==> src/rtl/hazard_pkg.sv <==
// Shared definitions for the pipeline hazard controller: FSM state
// encodings and datapath widths.
package hazard_pkg;

    localparam int REG_IDX_W   = 4;
    localparam int STALL_CNT_W = 16;

    typedef enum logic [1:0] {
        ST_RUN     = 2'b00,
        ST_LDSTALL = 2'b01,
        ST_MEMWAIT = 2'b10,
        ST_FLUSH   = 2'b11
    } state_e;

endpackage

==> src/rtl/hazard_cmp.sv <==
// Load-use hazard detect: the load in execute writes a register that the
// instruction in decode reads. Register 0 is hard-wired, so it never
// creates a dependency.
module hazard_cmp
    import hazard_pkg::*;
(
    input  logic [REG_IDX_W-1:0] rs1_i,
    input  logic [REG_IDX_W-1:0] rs2_i,
    input  logic [REG_IDX_W-1:0] rd_i,
    input  logic                 mem_read_i,
    output logic                 load_use_o
);

    assign load_use_o = mem_read_i && (rd_i != '0) &&
                        ((rd_i == rs1_i) || (rd_i == rs2_i));

endmodule

==> src/rtl/hazard_ctrl.sv <==
// Pipeline hazard controller: stalls on load-use and memory-busy, flushes
// on taken branches. Optional stall statistics counter is enabled by
// defining HAZARD_STATS_EN; otherwise StallCount is tied to zero.
//
// state   | meaning
// --------+------------------------------------------------------------
// RUN     | normal flow; evaluates MemBusy > BranchTaken > load-use
// LDSTALL | extra load-use bubbles; counter holds remaining bubbles
// MEMWAIT | holding pipeline until MemBusy is sampled low
// FLUSH   | second bubble cycle after a taken branch, PC/IF-ID advance
module hazard_ctrl
    import hazard_pkg::*;
#(
    parameter int LOADUSE_BUBBLES = 1
) (
    input  logic                   clk,
    input  logic                   reset,
    input  logic [REG_IDX_W-1:0]   IFID_rs1,
    input  logic [REG_IDX_W-1:0]   IFID_rs2,
    input  logic [REG_IDX_W-1:0]   IDEX_rd,
    input  logic                   IDEX_MemRead,
    input  logic                   BranchTaken,
    input  logic                   MemBusy,
    output logic                   PCWrite,
    output logic                   IFIDWrite,
    output logic                   IFIDFlush,
    output logic                   Delay,
    output logic [1:0]             State_out,
    output logic [STALL_CNT_W-1:0] StallCount
);

    localparam logic [1:0] BUB_LOAD = 2'(LOADUSE_BUBBLES - 1);

    state_e     state_q, state_d;
    logic [1:0] bub_q, bub_d;
    logic       load_use;

    hazard_cmp u_cmp (
        .rs1_i      (IFID_rs1),
        .rs2_i      (IFID_rs2),
        .rd_i       (IDEX_rd),
        .mem_read_i (IDEX_MemRead),
        .load_use_o (load_use)
    );

    // State and bubble counter registers.
    always_ff @(posedge clk) begin
        if (reset) begin
            state_q <= ST_RUN;
            bub_q   <= 2'd0;
        end else begin
            state_q <= state_d;
            bub_q   <= bub_d;
        end
    end

    // Next-state and pipeline control outputs; reset forces a bubble.
    always_comb begin
        state_d   = state_q;
        bub_d     = bub_q;
        PCWrite   = 1'b1;
        IFIDWrite = 1'b1;
        IFIDFlush = 1'b0;
        Delay     = 1'b0;
        case (state_q)
            ST_RUN: begin
                if (MemBusy) begin
                    PCWrite   = 1'b0;
                    IFIDWrite = 1'b0;
                    Delay     = 1'b1;
                    state_d   = ST_MEMWAIT;
                end else if (BranchTaken) begin
                    IFIDFlush = 1'b1;
                    Delay     = 1'b1;
                    state_d   = ST_FLUSH;
                end else if (load_use) begin
                    PCWrite   = 1'b0;
                    IFIDWrite = 1'b0;
                    Delay     = 1'b1;
                    if (LOADUSE_BUBBLES > 1) begin
                        state_d = ST_LDSTALL;
                        bub_d   = BUB_LOAD;
                    end
                end
            end
            ST_LDSTALL: begin
                PCWrite   = 1'b0;
                IFIDWrite = 1'b0;
                Delay     = 1'b1;
                if (MemBusy) begin
                    state_d = ST_MEMWAIT;
                    bub_d   = 2'd0;
                end else if (bub_q <= 2'd1) begin
                    // Terminal count: never decrement below one.
                    state_d = ST_RUN;
                    bub_d   = 2'd0;
                end else begin
                    bub_d = bub_q - 2'd1;
                end
            end
            ST_MEMWAIT: begin
                PCWrite   = 1'b0;
                IFIDWrite = 1'b0;
                Delay     = 1'b1;
                if (!MemBusy) begin
                    state_d = ST_RUN;
                end
            end
            ST_FLUSH: begin
                Delay   = 1'b1;
                state_d = MemBusy ? ST_MEMWAIT : ST_RUN;
            end
        endcase
        if (reset) begin
            PCWrite   = 1'b0;
            IFIDWrite = 1'b0;
            IFIDFlush = 1'b1;
            Delay     = 1'b1;
        end
    end

    assign State_out = state_q;

`ifdef HAZARD_STATS_EN
    logic [STALL_CNT_W-1:0] stall_cnt_q, stall_cnt_d;

    // Saturating count of cycles with the PC held (reset cycles excluded).
    always_comb begin
        stall_cnt_d = stall_cnt_q;
        if (!PCWrite && (stall_cnt_q != '1)) begin
            stall_cnt_d = stall_cnt_q + 1'b1;
        end
    end

    // Statistics counter register.
    always_ff @(posedge clk) begin
        if (reset) begin
            stall_cnt_q <= '0;
        end else begin
            stall_cnt_q <= stall_cnt_d;
        end
    end

    assign StallCount = stall_cnt_q;
`else
    assign StallCount = '0;
`endif

endmodule

==> config.mk <==
export PLATFORM = sky130hd
export DESIGN_NAME = hazard_ctrl
export DESIGN_NICKNAME = d
export VERILOG_FILES = /design/src/rtl/hazard_pkg.sv /design/src/rtl/hazard_cmp.sv /design/src/rtl/hazard_ctrl.sv
export SDC_FILE = /design/constraint.sdc
export NUM_CORES = 1
export LEC_CHECK = 0
export CORE_MARGIN = 5
export CORE_UTILIZATION = 33
export CTS_CLUSTER_SIZE = 14
export DETAILED_ROUTE_END_ITERATION = 8
export PLACE_DENSITY = 0.8
export SLEW_MARGIN = 20
export SYNTH_ARGS = -nofsm -noshare
export SYNTH_HDL_FRONTEND = slang
export SYNTH_SLANG_ARGS = --single-unit
==> constraint.sdc <==
create_clock -name clk -period 2.1 [get_ports clk]
set_clock_uncertainty 0.2 [all_clocks]
set_input_delay 0.42 -clock clk [delete_from_list [all_inputs] [get_ports clk]]
set_output_delay 0.42 -clock clk [all_outputs]
set_load 0.02 [all_outputs]
==> summary.md <==
| Metric | Value |
|---|---|
| Status | finished with violations |
| Failing checks | negative setup slack |
| Vias in the first global route | 535 |
| Count leader, synth | buf_4 |
| Placeable Area | 1506 um^2 |
| Asr flop ratio synth | 0% |
| FMAX | roughly 460 MHz |
| Top Usage Layer GRT | met2 |
| WL per Instance | between 10 and 15 um |
| Clock transition at the registers of the reported paths | 0.04 ns |
| Hold Slack | 0.2838 ns |
| Worst-path fanout max | 2 |
| Post-route setup slack | -0.07975 ns |
| Critical path class | in2out |
| Die Y | between 50 and 60 um |
| Synth area leaders | buf_4, dfxtp_1, xnor2_1 |
| Layout cells sized above 1 | between 30% and 40% |
| Post-DRT Antenna Nets | 0 |
| Peak supply drop | 0.4568 mV |
| R2R cell count | 6 |
| Row cnt | 14 |
| Data arrival time of the critical path | between 1.5 and 2 ns |
| # port buffers | 22 |
| Die area | 2505 um^2 |
| EDFF count, synth | 0 |
| Clock Path Buffers | 2 |
| Setup TNS | -0.2057 ns |
| Area taken by multi-input logic gates | ~420 um^2 |
| Nets | ~120 |
| First-pass GRT wire length | ~2500 um |
| Synthesis-to-layout area growth | 64.07% |
| Hold Startpoint | bub_q[0] |
| Register area | roughly 83 um^2 |
| Yosys warns | 0 |
| Largest net degree at the start of global routing | 7 |
| Sequential share of the synthesized area | 15.13% |
| Worst setup SP type | primary input |
| #FFs+latches synth | 4 |
| Hold Path Class | reg2reg |
| GRT Overall Usage | between 10% and 20% |
| Via density | 4.350 |
| Number of diodes | 0 |
| First-pass iteration count of the detailed router | 4 |
| Max-Cap Viols | 0 |
| Synth cell count leaders | buf_4, xnor2_1, inv_1 |
| Die Wd | roughly 50 um |
| RSZ-0062 raised after global routing | yes |
| Skew-Pair Late Insertion Delay | about 0.24 ns |
| Syn_area_per_cell | just under 8 um^2 |
| Final Critical Period | roughly 2.2 ns |
| Post-route DRC | 0 |
| CTS tree | built |
| Grt met2 use | ~23% |
| Top-area cell type share of the netlist area | about a quarter |
| Via count | 509 |
| Synth area leader | buf_4 |
| Worst setup EP type | primary output |
| H-tree Lvls | 1 |
| Final Hold Viols | 0 |
| GR Util met3 | 4.217% |
| Leakage | 0.4210 nW |
| Final core utilization | just under 60% |
| Post-CTS Hold Fix Bufs | 0 |
| Crit share post-route | 103.8% |
| CP required | roughly 1.5 ns |
| Iter 0 DRT Violations | 6 |
| Clk network pwr share | between 20% and 30% |
| Mapped Cells | 67 |
| Met1 Use GR | approximately 15% |
| Routed WL | approximately 1500 um |
| Flop pwr share | 20.4% |
| Net Sw Power | around 160 uW |
| Net switching fraction of the power | a little under two fifths |
| Cell Area, Synth | ~530 um^2 |
| Sink of the worst hold path | bub_q[0] |
| RePlAce Congestion | between 0.8 and 0.9 |
| CTS Root Cell | clkbuf_4 |
| Primary FF master, synth | dfxtp_1 |
| Num CTS Buffers | 3 |
| Initial core utilization | a little over a third |
| Logic gate share of total power | between 50% and 60% |
| Final setup viols | 3 |
| Initial antenna violation count | 0 |
| Grt total ovfl | 0 |
| Fill cells | 142 |
| Final Slew Violations | 0 |
| R2R Path End | State_out[0] |
| Clk sink count | 4 |
| R2R Setup Slk | 0.28 ns |
| Internal power | roughly 260 uW |
| RR Startpoint | State_out[0] |
| Post-synthesis cell type count | 23 |
| Io pins | 39 |
| Hold path depth | 2 |
| PwrDens | 484.0 nW/um^2 |
[state kept, by name (all words and copies together) (netlist names)]
register and count:
State_out 2, bub_q 2
[layout make-up]
class                           count  share of cell area [%]
Tap cell                           16                   2.305
Clock buffer                        3                   2.594
Sequential cell                     4                   9.510
Multi-Input combinational cell     56                   48.41
Inverter                            5                   2.161
Timing Repair Buffer               33                   35.01
[how the worst max path moves through the flow]
| stage | end | cells past startpoint | slack (ns) | from |
|---|---|---|---|---|
| final | IFIDWrite | 7 | -0.08 | IFID_rs1[1] |
| after global routing | IFIDWrite | 6 | -0.16 | IDEX_rd[2] |
| after CTS | Delay | 5 | -0.11 | IDEX_rd[2] |
| after detailed placement | Delay | 5 | -0.92 | IDEX_rd[0] |
| after global placement | Delay | 5 | -0.82 | IDEX_rd[0] |
| after floorplan | PCWrite | 4 | 0.05 | IDEX_rd[1] |
[per-layer routing]
layer / vias up / wire [um] / part of all wire (%)
li1: 256 / - / -
met1: 232 / 594 / 40
met2: 21 / 771 / 52
met3: 0 / 124 / 8.3
met4: 0 / 0 / 0
met5: - / 0 / 0
[cells by family (layout without fill, tap and decap cells)]
logic type / count (synthesis) / in the layout / share of synthesized area [%]
AOI/OAI and AO/OA: 9 / 9 / 13.48
muxes: 1 / 1 / 1.891
buffers and inverters: 22 / 41 / 27.66
adders and majority gates: 4 / 4 / 9.457
and+or+nand+nor: 18 / 18 / 18.44
other: 1 / 16 / 0.7085
DFF: 4 / 4 / 15.13
xor gates and xnor gates: 8 / 8 / 13.24
[cells in the final DEF (no fill, tap or decap), types with 2 or more instances in the layout]
cell	Yosys	routed
clkbuf_4	0	3
nand2b_1	3	3
dfxtp_2	0	2
and2_1	2	2
nor2_1	3	3
dlygate4sd2_1	0	4
dfxtp_1	4	2
buf_6	0	5
nand4_1	2	2
a21oi_1	3	2
xnor2_1	8	7
conb_1	1	16
clkdlybuf4s50_1	0	2
nand2_1	3	3
o41ai_4	0	2
ha_1	4	3
clkdlybuf4s15_1	0	7
buf_4	17	12
inv_1	5	5
[timing repair]
action / 4_1_cts / 5_1_grt
resized for setup: 68 / 5
buffers inserted: 1 / 0
endpoints found under the setup margin: 4 / 4
pin swaps: 11 / 1
[worst max-delay path, cell delays in order]
cell and delay (ns):
clkdlybuf4s15_1 0.20, xnor2_2 0.15, nand4_1 0.11, a21oi_2 0.08, buf_4 0.15, o41ai_4 0.25
buf_4 0.20
[power by group through the flow]
| stage | Clock, mW | Combinational, mW | Sequential [mW] |
|---|---|---|---|
| global route | 0.102 | 0.261 | 0.0861 |
| floorplan | 0 | 0.143 | 0.0956 |
| finish | 0.0939 | 0.241 | 0.0856 |
| detailed placement | 0 | 0.232 | 0.0863 |
| CTS | 0.0971 | 0.238 | 0.0855 |
| global placement | 0 | 0.226 | 0.0862 |
[through the flow]
stage / std cells / worst slack, ns / instance area [um^2] / power [mW]
floorplan: 82 / 0.05273 / 606.8 / 0.2389
global placement: 113 / -0.8205 / 794.5 / 0.3123
detailed placement: 113 / -0.9241 / 794.5 / 0.3187
CTS: 117 / -0.1147 / 859.6 / 0.4205
global route: 117 / -0.1597 / 868.3 / 0.4489
finish: 117 / -0.07975 / 868.3 / 0.4203
(Power assumes the default switching activity.)
